<file path="config.mk">
export PLATFORM = sky130hd
export DESIGN_NAME = mc_ctrl_seq_flat
export DESIGN_NICKNAME = d
export VERILOG_FILES = /design/src/rtl/mc_ctrl_seq_pkg.sv /design/src/rtl/mc_ctrl_seq_if.sv /design/src/rtl/mc_ctrl_seq_decode.sv /design/src/rtl/mc_ctrl_seq.sv /design/src/flat_wrapper.sv
export SDC_FILE = /design/constraint.sdc
export NUM_CORES = 1
export LEC_CHECK = 0
export ABC_CLOCK_PERIOD_IN_PS = 3750
export CORE_MARGIN = 2
export CORE_UTILIZATION = 40
export DETAILED_ROUTE_END_ITERATION = 7
export PLACE_DENSITY = 0.8
export SETUP_SLACK_MARGIN = 0.1
export SLEW_MARGIN = 10
export SYNTH_ARGS = -nofsm -noshare
export SYNTH_HDL_FRONTEND = slang
export SYNTH_HIERARCHICAL = 1
export SYNTH_SLANG_ARGS = --single-unit
</file>
<file path="constraint.sdc">
create_clock -name clk -period 3.75 [get_ports clk]
set_input_delay 0.375 -clock clk [delete_from_list [all_inputs] [get_ports clk]]
set_output_delay 0.375 -clock clk [all_outputs]
set_load 0.01 [all_outputs]
</file>
<file path="src/rtl/mc_ctrl_seq_pkg.sv">
// Shared types and constants for the mc_ctrl_seq control sequencer.
// Holds the one-hot state ring, instruction classes, opcode map and pc_sel codes.
package mc_ctrl_seq_pkg;

  localparam int NSTATE_RING = 5;

  typedef enum logic [NSTATE_RING-1:0] {
    ST_IF  = 5'b00001,
    ST_ID  = 5'b00010,
    ST_EX  = 5'b00100,
    ST_MEM = 5'b01000,
    ST_WB  = 5'b10000
  } state_e;

  typedef enum logic [3:0] {
    CL_R     = 4'd0,
    CL_I     = 4'd1,
    CL_L     = 4'd2,
    CL_S     = 4'd3,
    CL_B     = 4'd4,
    CL_JAL   = 4'd5,
    CL_JALR  = 4'd6,
    CL_LUI   = 4'd7,
    CL_AUIPC = 4'd8,
    CL_MD    = 4'd9,
    CL_ILL   = 4'd10
  } class_e;

  localparam logic [6:0] OP_R     = 7'b0110011;
  localparam logic [6:0] OP_I     = 7'b0010011;
  localparam logic [6:0] OP_L     = 7'b0000011;
  localparam logic [6:0] OP_S     = 7'b0100011;
  localparam logic [6:0] OP_B     = 7'b1100011;
  localparam logic [6:0] OP_JAL   = 7'b1101111;
  localparam logic [6:0] OP_JALR  = 7'b1100111;
  localparam logic [6:0] OP_LUI   = 7'b0110111;
  localparam logic [6:0] OP_AUIPC = 7'b0010111;

  localparam logic [1:0] PC_SEQ = 2'b00;
  localparam logic [1:0] PC_REL = 2'b01;
  localparam logic [1:0] PC_REG = 2'b10;

  function automatic logic writes_rd(class_e c);
    case (c)
      CL_S, CL_B, CL_ILL: return 1'b0;
      default:            return 1'b1;
    endcase
  endfunction

endpackage

</file>
<file path="src/rtl/mc_ctrl_seq_if.sv">
// Handshake/strobe bundle between mc_ctrl_seq and the datapath.
// md_start/md_done exist only when MULDIV_EN is defined.
interface mc_ctrl_seq_if #(parameter int NSTATE = 5);
  logic              hold;
  logic              flush;
  logic [31:0]       inst;
  logic              jc;
  logic              mem_ready;
  logic [NSTATE-1:0] state;
  logic              imem_req;
  logic              inst_latch;
  logic              dmem_rd;
  logic              dmem_wr;
  logic              reg_wen;
  logic [1:0]        pc_sel;
  logic              retire;
  logic              illegal;
  logic              timeout;
`ifdef MULDIV_EN
  logic              md_start;
  logic              md_done;

  modport master (input hold, flush, inst, jc, mem_ready, md_done,
                  output state, imem_req, inst_latch, dmem_rd, dmem_wr, reg_wen,
                         pc_sel, retire, illegal, timeout, md_start);
  modport slave  (output hold, flush, inst, jc, mem_ready, md_done,
                  input state, imem_req, inst_latch, dmem_rd, dmem_wr, reg_wen,
                        pc_sel, retire, illegal, timeout, md_start);
`else
  modport master (input hold, flush, inst, jc, mem_ready,
                  output state, imem_req, inst_latch, dmem_rd, dmem_wr, reg_wen,
                         pc_sel, retire, illegal, timeout);
  modport slave  (output hold, flush, inst, jc, mem_ready,
                  input state, imem_req, inst_latch, dmem_rd, dmem_wr, reg_wen,
                        pc_sel, retire, illegal, timeout);
`endif
endinterface

</file>
<file path="src/rtl/mc_ctrl_seq_decode.sv">
// Combinational instruction classifier for the sequencer (opcode/funct3/funct7 only).
// With MULDIV_EN defined, OP encodings with funct7=0000001 classify as MD, otherwise illegal.
module mc_ctrl_seq_decode
  import mc_ctrl_seq_pkg::*;
(
  input  logic [6:0] opcode_i,
  input  logic [2:0] funct3_i,
  input  logic [6:0] funct7_i,
  output class_e     class_o
);

  always_comb begin
    class_o = CL_ILL;
    case (opcode_i)
      OP_R: begin
        if (funct7_i == 7'b0000000 || funct7_i == 7'b0100000) class_o = CL_R;
`ifdef MULDIV_EN
        else if (funct7_i == 7'b0000001) class_o = CL_MD;
`endif
      end
      OP_I:     class_o = CL_I;
      OP_L:     if (funct3_i != 3'b011 && funct3_i[2:1] != 2'b11) class_o = CL_L;
      OP_S:     if (funct3_i[2] == 1'b0 && funct3_i != 3'b011) class_o = CL_S;
      OP_B:     if (funct3_i[2:1] != 2'b01) class_o = CL_B;
      OP_JAL:   class_o = CL_JAL;
      OP_JALR:  if (funct3_i == 3'b000) class_o = CL_JALR;
      OP_LUI:   class_o = CL_LUI;
      OP_AUIPC: class_o = CL_AUIPC;
      default:  class_o = CL_ILL;
    endcase
  end

endmodule

</file>
<file path="src/rtl/mc_ctrl_seq.sv">
// One-hot IF/ID/EX/MEM/WB control sequencer with memory wait counter and timeout.
// Optional multiply/divide wait in EX is built when MULDIV_EN is defined.
//
// state | meaning
// IF    | fetch request until mem_ready, then latch IR
// ID    | classify inst, illegal opcodes return to IF
// EX    | resolve branch taken; MD ops wait for md_done
// MEM   | load/store request until mem_ready
// WB    | register write, pc select, retire
module mc_ctrl_seq
  import mc_ctrl_seq_pkg::*;
#(
  parameter int TO_W   = 4,
  parameter int NSTATE = 5
) (
  input  logic          clk,
  input  logic          rstn,
  mc_ctrl_seq_if.master ctrl_io
);

  localparam logic [TO_W-1:0] CNT_LAST = TO_W'((2 ** TO_W) - 2);

  state_e          state_q, state_d;
  logic [TO_W-1:0] cnt_q, cnt_d;
  logic            taken_q, taken_d;
  class_e          class_q, class_d;
  class_e          dec_class;

  logic go, wait_rdy, md_wait, in_wait, expire;
  logic imem_req, inst_latch, dmem_rd, dmem_wr, reg_wen, retire, illegal;
  logic [1:0] pc_sel;

  mc_ctrl_seq_decode u_decode (
    .opcode_i (ctrl_io.inst[6:0]),
    .funct3_i (ctrl_io.inst[14:12]),
    .funct7_i (ctrl_io.inst[31:25]),
    .class_o  (dec_class)
  );

  // IF, MEM and an MD op in EX share the wait counter; the ready source differs.
`ifdef MULDIV_EN
  assign md_wait  = (state_q == ST_EX) && (class_q == CL_MD);
  assign wait_rdy = (state_q == ST_EX) ? ctrl_io.md_done : ctrl_io.mem_ready;
`else
  assign md_wait  = 1'b0;
  assign wait_rdy = ctrl_io.mem_ready;
`endif

  assign go      = !ctrl_io.hold && !ctrl_io.flush;
  assign in_wait = (state_q == ST_IF) || (state_q == ST_MEM) || md_wait;
  assign expire  = in_wait && go && !wait_rdy && (cnt_q == CNT_LAST);

  always_ff @(posedge clk or negedge rstn) begin
    if (!rstn) begin
      state_q <= ST_IF;
      cnt_q   <= '0;
      taken_q <= 1'b0;
      class_q <= CL_R;
    end else begin
      state_q <= state_d;
      cnt_q   <= cnt_d;
      taken_q <= taken_d;
      class_q <= class_d;
    end
  end

  always_comb begin
    state_d    = state_q;
    cnt_d      = cnt_q;
    taken_d    = taken_q;
    class_d    = class_q;
    imem_req   = 1'b0;
    inst_latch = 1'b0;
    dmem_rd    = 1'b0;
    dmem_wr    = 1'b0;
    reg_wen    = 1'b0;
    retire     = 1'b0;
    illegal    = 1'b0;
    pc_sel     = PC_SEQ;

    if (ctrl_io.flush) begin
      state_d = ST_IF;
      cnt_d   = '0;
    end else if (!ctrl_io.hold) begin
      if (in_wait) begin
        if (wait_rdy) begin
          state_d = (state_q == ST_IF) ? ST_ID : ST_WB;
          cnt_d   = '0;
        end else if (cnt_q == CNT_LAST) begin
          state_d = ST_IF;
          cnt_d   = '0;
        end else begin
          cnt_d = cnt_q + 1'b1;
        end
      end else begin
        case (state_q)
          ST_ID: begin
            class_d = dec_class;
            state_d = (dec_class == CL_ILL) ? ST_IF : ST_EX;
          end
          ST_EX:   state_d = (class_q == CL_L || class_q == CL_S) ? ST_MEM : ST_WB;
          default: state_d = ST_IF;
        endcase
      end
      if (state_q == ST_EX)
        taken_d = ((class_q == CL_B) && ctrl_io.jc) || (class_q == CL_JAL);
    end

    // Requests drop only on hold; one-cycle strobes also drop on flush.
    imem_req   = (state_q == ST_IF) && !ctrl_io.hold;
    inst_latch = (state_q == ST_IF) && ctrl_io.mem_ready && go;
    dmem_rd    = (state_q == ST_MEM) && (class_q == CL_L) && !ctrl_io.hold;
    dmem_wr    = (state_q == ST_MEM) && (class_q == CL_S) && !ctrl_io.hold;
    illegal    = (state_q == ST_ID) && (dec_class == CL_ILL) && go;
    if ((state_q == ST_WB) && go) begin
      retire  = 1'b1;
      reg_wen = writes_rd(class_q);
      if (class_q == CL_JALR) pc_sel = PC_REG;
      else if (taken_q)       pc_sel = PC_REL;
    end
  end

  assign ctrl_io.state      = NSTATE'(state_q);
  assign ctrl_io.imem_req   = imem_req;
  assign ctrl_io.inst_latch = inst_latch;
  assign ctrl_io.dmem_rd    = dmem_rd;
  assign ctrl_io.dmem_wr    = dmem_wr;
  assign ctrl_io.reg_wen    = reg_wen;
  assign ctrl_io.pc_sel     = pc_sel;
  assign ctrl_io.retire     = retire;
  assign ctrl_io.illegal    = illegal;
  assign ctrl_io.timeout    = expire;
`ifdef MULDIV_EN
  assign ctrl_io.md_start   = md_wait && (cnt_q == '0) && !ctrl_io.hold;
`endif

endmodule
</file>
<file path="src/flat_wrapper.sv">
// flat-port wrapper written by rule: the top's interface ports become plain ports
module mc_ctrl_seq_flat import mc_ctrl_seq_pkg::*;
#(
  parameter int TO_W   = 4,
  parameter int NSTATE = 5
)
  (clk, rstn, ctrl_io_hold, ctrl_io_flush, ctrl_io_inst, ctrl_io_jc, ctrl_io_mem_ready, ctrl_io_state, ctrl_io_imem_req, ctrl_io_inst_latch, ctrl_io_dmem_rd, ctrl_io_dmem_wr, ctrl_io_reg_wen, ctrl_io_pc_sel, ctrl_io_retire, ctrl_io_illegal, ctrl_io_timeout);
  mc_ctrl_seq_if #(.NSTATE(NSTATE)) ctrl_io_i ();
  input  logic clk;
  input  logic rstn;
  input wire logic [$bits(ctrl_io_i.hold)-1:0] ctrl_io_hold;
  input wire logic [$bits(ctrl_io_i.flush)-1:0] ctrl_io_flush;
  input wire logic [$bits(ctrl_io_i.inst)-1:0] ctrl_io_inst;
  input wire logic [$bits(ctrl_io_i.jc)-1:0] ctrl_io_jc;
  input wire logic [$bits(ctrl_io_i.mem_ready)-1:0] ctrl_io_mem_ready;
  output wire logic [$bits(ctrl_io_i.state)-1:0] ctrl_io_state;
  output wire logic [$bits(ctrl_io_i.imem_req)-1:0] ctrl_io_imem_req;
  output wire logic [$bits(ctrl_io_i.inst_latch)-1:0] ctrl_io_inst_latch;
  output wire logic [$bits(ctrl_io_i.dmem_rd)-1:0] ctrl_io_dmem_rd;
  output wire logic [$bits(ctrl_io_i.dmem_wr)-1:0] ctrl_io_dmem_wr;
  output wire logic [$bits(ctrl_io_i.reg_wen)-1:0] ctrl_io_reg_wen;
  output wire logic [$bits(ctrl_io_i.pc_sel)-1:0] ctrl_io_pc_sel;
  output wire logic [$bits(ctrl_io_i.retire)-1:0] ctrl_io_retire;
  output wire logic [$bits(ctrl_io_i.illegal)-1:0] ctrl_io_illegal;
  output wire logic [$bits(ctrl_io_i.timeout)-1:0] ctrl_io_timeout;
  assign ctrl_io_i.hold = ctrl_io_hold;
  assign ctrl_io_i.flush = ctrl_io_flush;
  assign ctrl_io_i.inst = ctrl_io_inst;
  assign ctrl_io_i.jc = ctrl_io_jc;
  assign ctrl_io_i.mem_ready = ctrl_io_mem_ready;
  assign ctrl_io_state = ctrl_io_i.state;
  assign ctrl_io_imem_req = ctrl_io_i.imem_req;
  assign ctrl_io_inst_latch = ctrl_io_i.inst_latch;
  assign ctrl_io_dmem_rd = ctrl_io_i.dmem_rd;
  assign ctrl_io_dmem_wr = ctrl_io_i.dmem_wr;
  assign ctrl_io_reg_wen = ctrl_io_i.reg_wen;
  assign ctrl_io_pc_sel = ctrl_io_i.pc_sel;
  assign ctrl_io_retire = ctrl_io_i.retire;
  assign ctrl_io_illegal = ctrl_io_i.illegal;
  assign ctrl_io_timeout = ctrl_io_i.timeout;
  mc_ctrl_seq #(.TO_W(TO_W), .NSTATE(NSTATE)) u_core (.clk(clk), .rstn(rstn), .ctrl_io(ctrl_io_i));
endmodule
</file>
# Yosys cells after proc, flatten, opt, wreduce, memory -nomap -nowiden
# Cells that the tools add are included.
[word_totals]
output_inout_bits = 15
input_bits = 38
reg_bits = 14
elab_cells = 95
[op_classes]
eq_ne = 28
n_bitwise = 4
n_reduce_logical = 32
mux = 26
n_addsub = 1
[ops]
columns = ["cell", "count"]
rows = [
  ["4-bit two-way mux", 10],
  ["4-bit case mux with 9 select lines", 1],
  ["5-bit two-way mux", 7],
  ["7-bit by 6-bit == test with 1-bit output (second input constant)", 4],
  ["7-bit == test (second input constant)", 3],
  ["1-bit logical AND", 17],
  ["7-bit by 5-bit == test with 1-bit output (second input constant)", 2],
  ["4-bit by 3-bit == test with 1-bit output (second input constant)", 3],
  ["4-bit == test (second input constant)", 3],
  ["5-bit case mux with 2 select lines", 1],
  ["4-bit by 2-bit == test with 1-bit output (second input constant)", 2],
  ["7-bit by 2-bit == test with 1-bit output (second input constant)", 1],
  ["7-bit zero test", 1],
  ["5-bit by 1-bit == test with 1-bit output (second input constant)", 1],
  ["5-bit by 2-bit == test with 1-bit output (second input constant)", 1],
  ["5-bit by 3-bit == test with 1-bit output (second input constant)", 1],
  ["5-bit by 4-bit == test with 1-bit output (second input constant)", 1],
  ["5-bit == test (second input constant)", 1],
  ["4-bit by 1-bit adder with 4-bit output (second input constant)", 1],
  ["1-bit logical OR", 4],
  ["1-bit two-way mux", 4],
  ["2-bit two-way mux", 2],
  ["2-bit by 1-bit != test with 1-bit output (second input constant)", 2],
  ["4-bit != test (second input constant)", 1],
  ["11 further kinds", 17],
]

# Longest topological paths before layout
[logic_depth]
ltp_word = 10
mapped_depth = 9
depth_no_buf = 8

# Hierarchy
# The synthesis kept the hierarchy.
[by_module_without_submodules]
columns = ["mod", "n_inst", "area_per_inst_um2", "cells_each", "seq_area_each_um2"]
rows = [
  ["mc_ctrl_seq", 1, 933.4, 100, 351.6],
  ["mc_ctrl_seq_decode", 1, 237.7, 42, 0.0],
]

# Worst setup path after synthesis
# No wires, ideal clock.
[synth_timing]
kind = "in2out"
start = "in ctrl_io_inst[4]"
end = "out ctrl_io_illegal"
stages = 8
required_time_ns = 3.375
arrival_time_ns = 1.697
path_buffers = 1
slack_ns = 1.678
cell_sequence = "buf_6 > and3b_1 > o31a_1 > o221ai_1 > nand3_1 > nor4bb_1 > inv_1 > nor2_1"
[synth_via]
elab_chain_len = 5
elab_cells_between_ends = 13
classes_between = "eq/ne: 10; mux: 1; reduce/logical: 2"
[synth_lines]
columns = ["item", "line", "rtl"]
rows = [
  ["start, declared", "flat_wrapper.sv:13", "input wire logic [$bits(ctrl_io_i.inst)-1:0] ctrl_io_inst;"],
  ["7-bit by 5-bit == test with 1-bit output (tied with other cells)", "mc_ctrl_seq_decode.sv:14", "case (opcode_i)"],
  ["4-bit case mux with 9 select lines *", "mc_ctrl_seq_decode.sv:14", ""],
  ["net u_core.dec_class[3]", "mc_ctrl_seq.sv:27", "class_e dec_class;"],
  ["4-bit == test *", "mc_ctrl_seq.sv:114", "illegal = (state_q == ST_ID) && (dec_class == CL_ILL) && go;"],
  ["1-bit logical AND * (2 in series)", "mc_ctrl_seq.sv:114", ""],
  ["end, declared", "flat_wrapper.sv:24", "output wire logic [$bits(ctrl_io_i.illegal)-1:0] ctrl_io_illegal;"],
]
# Mark *: on every way through the listed nets, which the timed path passes. The rest lies on a longest branch.

# Worst setup path in the final report
# Ends and elaborated chain as after synthesis.

==> summary.txt <==
GRT
  – Grt ovf: 0
  – GRT Util Overall: 18.50%
  – Largest net degree at the start of global routing: 15
  – Number of global-route vias before repair: between 1000 and 1500
  – First-pass GRT wire length: about 5000 um
  – Initial antenna violation count: 0

Pwr
  – Max VDD drop: 0.2096 mV
  – Flop pwr share: 46.0%
  – Power Density: between 200 and 250 nW/um2
  – Switching fraction of total power: 28.75%
  – NetSw: 112.0 uW
  – Pleak: 0.0006554 uW
  – Clock network fraction of total power: roughly 27%
  – Internal: around 280 uW
  – Comb power frac: a little over a quarter

Placed design
  – Dpl hpwl: roughly 2200 um
  – Number of buffers added on ports: 36
  – Cell Area, Placed: 1538 um2
  – Gp weighted congestion: 1.010
  – Placed Cells: 204

Synth
  – Synth top area cells: dfrtp_1, nor2_1, mux2_4, o21ai_0, inv_1
  – Number of synthesis warnings: 6
  – Top FF cell, synth: dfrtp_1
  – EDFF count, synth: 0
  – Most common cell in the synthesized netlist: nor2_1
  – Synth area leader: dfrtp_1
  – Mean post-synth cell area: approximately 8 um2
  – Mapped cell area: 1171 um2
  – Post-synthesis cell count: 142
  – Post-synth net total: 182
  – Post-synthesis sequential area ratio: 30.02%
  – Post-synth top area share: between 20% and 30%
  – Synth cell count leaders: nor2_1, dfrtp_1, inv_1, nand2_1, o21ai_0
  – Synth cell types: 53
  – Synth async-reset ratio: 100.0%
  – Yosys reg bits: 14

Cells and area
  – Post-route design area: about 1600 um2
  – Finished Layout Cells: 208
  – Final Net Count: between 200 and 250
  – Synth-to-Final Area Change: 34.40%
  – Ant diodes: 0
  – Share of layout cells above drive strength 1: a little under a tenth

Setup path
  – Kind of end point of the critical path: primary output
  – Worst EP required: 3380 ps
  – Crit path from: ctrl_io_inst[4]
  – Worst setup SP type: primary input
  – Crit path DAT: between 2000 and 3000 ps
  – WS Path Type: in2out
  – CP Max Fanout: 10
  – Reg2reg start: u_core/cnt_q[0]

Route
  – Via Count: 1204
  – DR pass1 iterations: 4
  – Initial DRC Count: 70
  – Antenna violation net count after detailed routing: 0
  – Vias per cell: 5.788
  – DRC Markers: 0
  – Drt wl/cell: 13.18 um
  – Drt total wl: 2742 um

Status
  – Status: finished clean

Clocking
  – Num CTS Buffers: 3
  – CTS sink cnt: 14
  – TritonCTS clock tree: yes
  – CTS H-tree lvls: 1
  – Clk Latency, worst-skew pair: 270 ps
  – Postcts setup bufs: 0
  – CTS root buffer: clkbuf_4
  – Post-cts sizing count: 0
  – Hold_buf cts: 0
  – CTS clock-pin slew for the worst setup and hold paths: 90 ps
  – Maximum root-to-sink buffer count: 2

Timing
  – # setup viols final: 0
  – Worst slew pin tran: 626.5 ps
  – Fmax: 0.3096 GHz
  – RSZ-0062 raised after global routing: false
  – Max_slew headroom: 58.10%
  – Final period utilization: 86.15%
  – Max-slew violation count: 0
  – Clock skew: 4.774 ps
  – Hold Fails Final Rpt: 0
  – TNS Setup: 0 ps
  – Tmin final: 3230 ps

Min path
  – Min-Delay Path Class: in2async

Job
  – MaxCap Viol Count: 0

Floorplanning
  – Ports: 53
  – Cell Rows: 19
  – Core box area: 2758 um2
  – Die width: 58.11 um
  – Initial Utilization: between 40% and 50%
  – Die Footprint: 3377 um2
  – Die Y: 58.11 um
==> path summary, 6_finish.rpt <==
path / to / slack, ps / cells after the start
max reg2reg: u_core/ctrl_io.state[2] / 1970 / 5
max in group asynchronous: u_core/taken_q / 2860 / 1
max: ctrl_io_illegal / 520 / 10
min in group clk: u_core/taken_q / 500 / 1
min reg2reg: u_core/taken_q / 500 / 1
min: u_core/ctrl_io.state[1] / 480 / 1
==> state kept, by name (all words and copies together), names as in the netlist <==
register              flops
u_core/class_q            4
u_core/ctrl_io.state      5
u_core/taken_q            1
u_core/cnt_q              4
==> per-layer routing <==
| metal | up-vias | track usage, % | routed length, um |
|---|---|---|---|
| met5 | - | 0 | 0 |
| met4 | 0 | 5.980 | 27 |
| met3 | 2 | 1.339 | 183 |
| met2 | 49 | 33.12 | 1353 |
| met1 | 548 | 23.51 | 1178 |
| li1 | 605 | - | - |
==> metrics by stage <==
stage | hold WS (ps) | setup slack (ps) | total power (uW) | util [%]
after global routing | 540.1 | 210.2 | 415.1 | 57.08
after detailed placement | 489.2 | 538.1 | 285.7 | 55.76
after floorplan | 79.41 | 1678 | 236.6 | -
after global placement | 481.3 | 547.3 | 282.0 | 55.76
final | 483.9 | 519.5 | 389.6 | 57.08
after CTS | 509.0 | 520.6 | 394.3 | 57.08
==> final cells by class <==
type,instances,area (um2)
fillers,245,1184
multi-input cells,112,742.0
repair buffers,37,367.9
flip-flops and latches,14,351.6
well taps,31,38.79
inverters,10,37.54
clock buffers,4,36.28
==> worst max-delay path, stage by stage <==
cell and delay, ps:
clkdlybuf4s50_1 570, nand2b_1 250, o22ai_1 180, o2111ai_1 180
nand3_1 140, nor4bb_1 280, buf_4 170, inv_1 40
nor2_1 120, clkdlybuf4s50_1 550
==> cells in the final DEF, fill, tap and decap left out, types with 4 or more instances in the layout <==
cell type / count
dfrtp_1: 13
clkdlybuf4s50_1: 36
inv_1: 10
nor3_1: 4
mux2_4: 4
nor2_1: 18
nand2_1: 9
nand3_1: 6
nand2b_1: 4
o21ai_0: 9
==> cells by family after synthesis <==
family	share of synthesized area, %
XOR/XNOR	1.496
multiplexers	7.051
flip-flops	30.02
AND/OR/NAND/NOR	31.63
adder cells (fa/ha/maj)	2.136
buffers and inverters	6.624
AO/OA/AOI/OAI	21.05
==> power groups by stage <==
stage	logic, uW	registers (uW)	clock network [uW]
after floorplan	61.4	175	0
after global placement	101	181	0
after detailed placement	104	182	0
after CTS	104	179	111
after global routing	116	182	117
final	104	179	106
(Power assumes the default switching activity.)
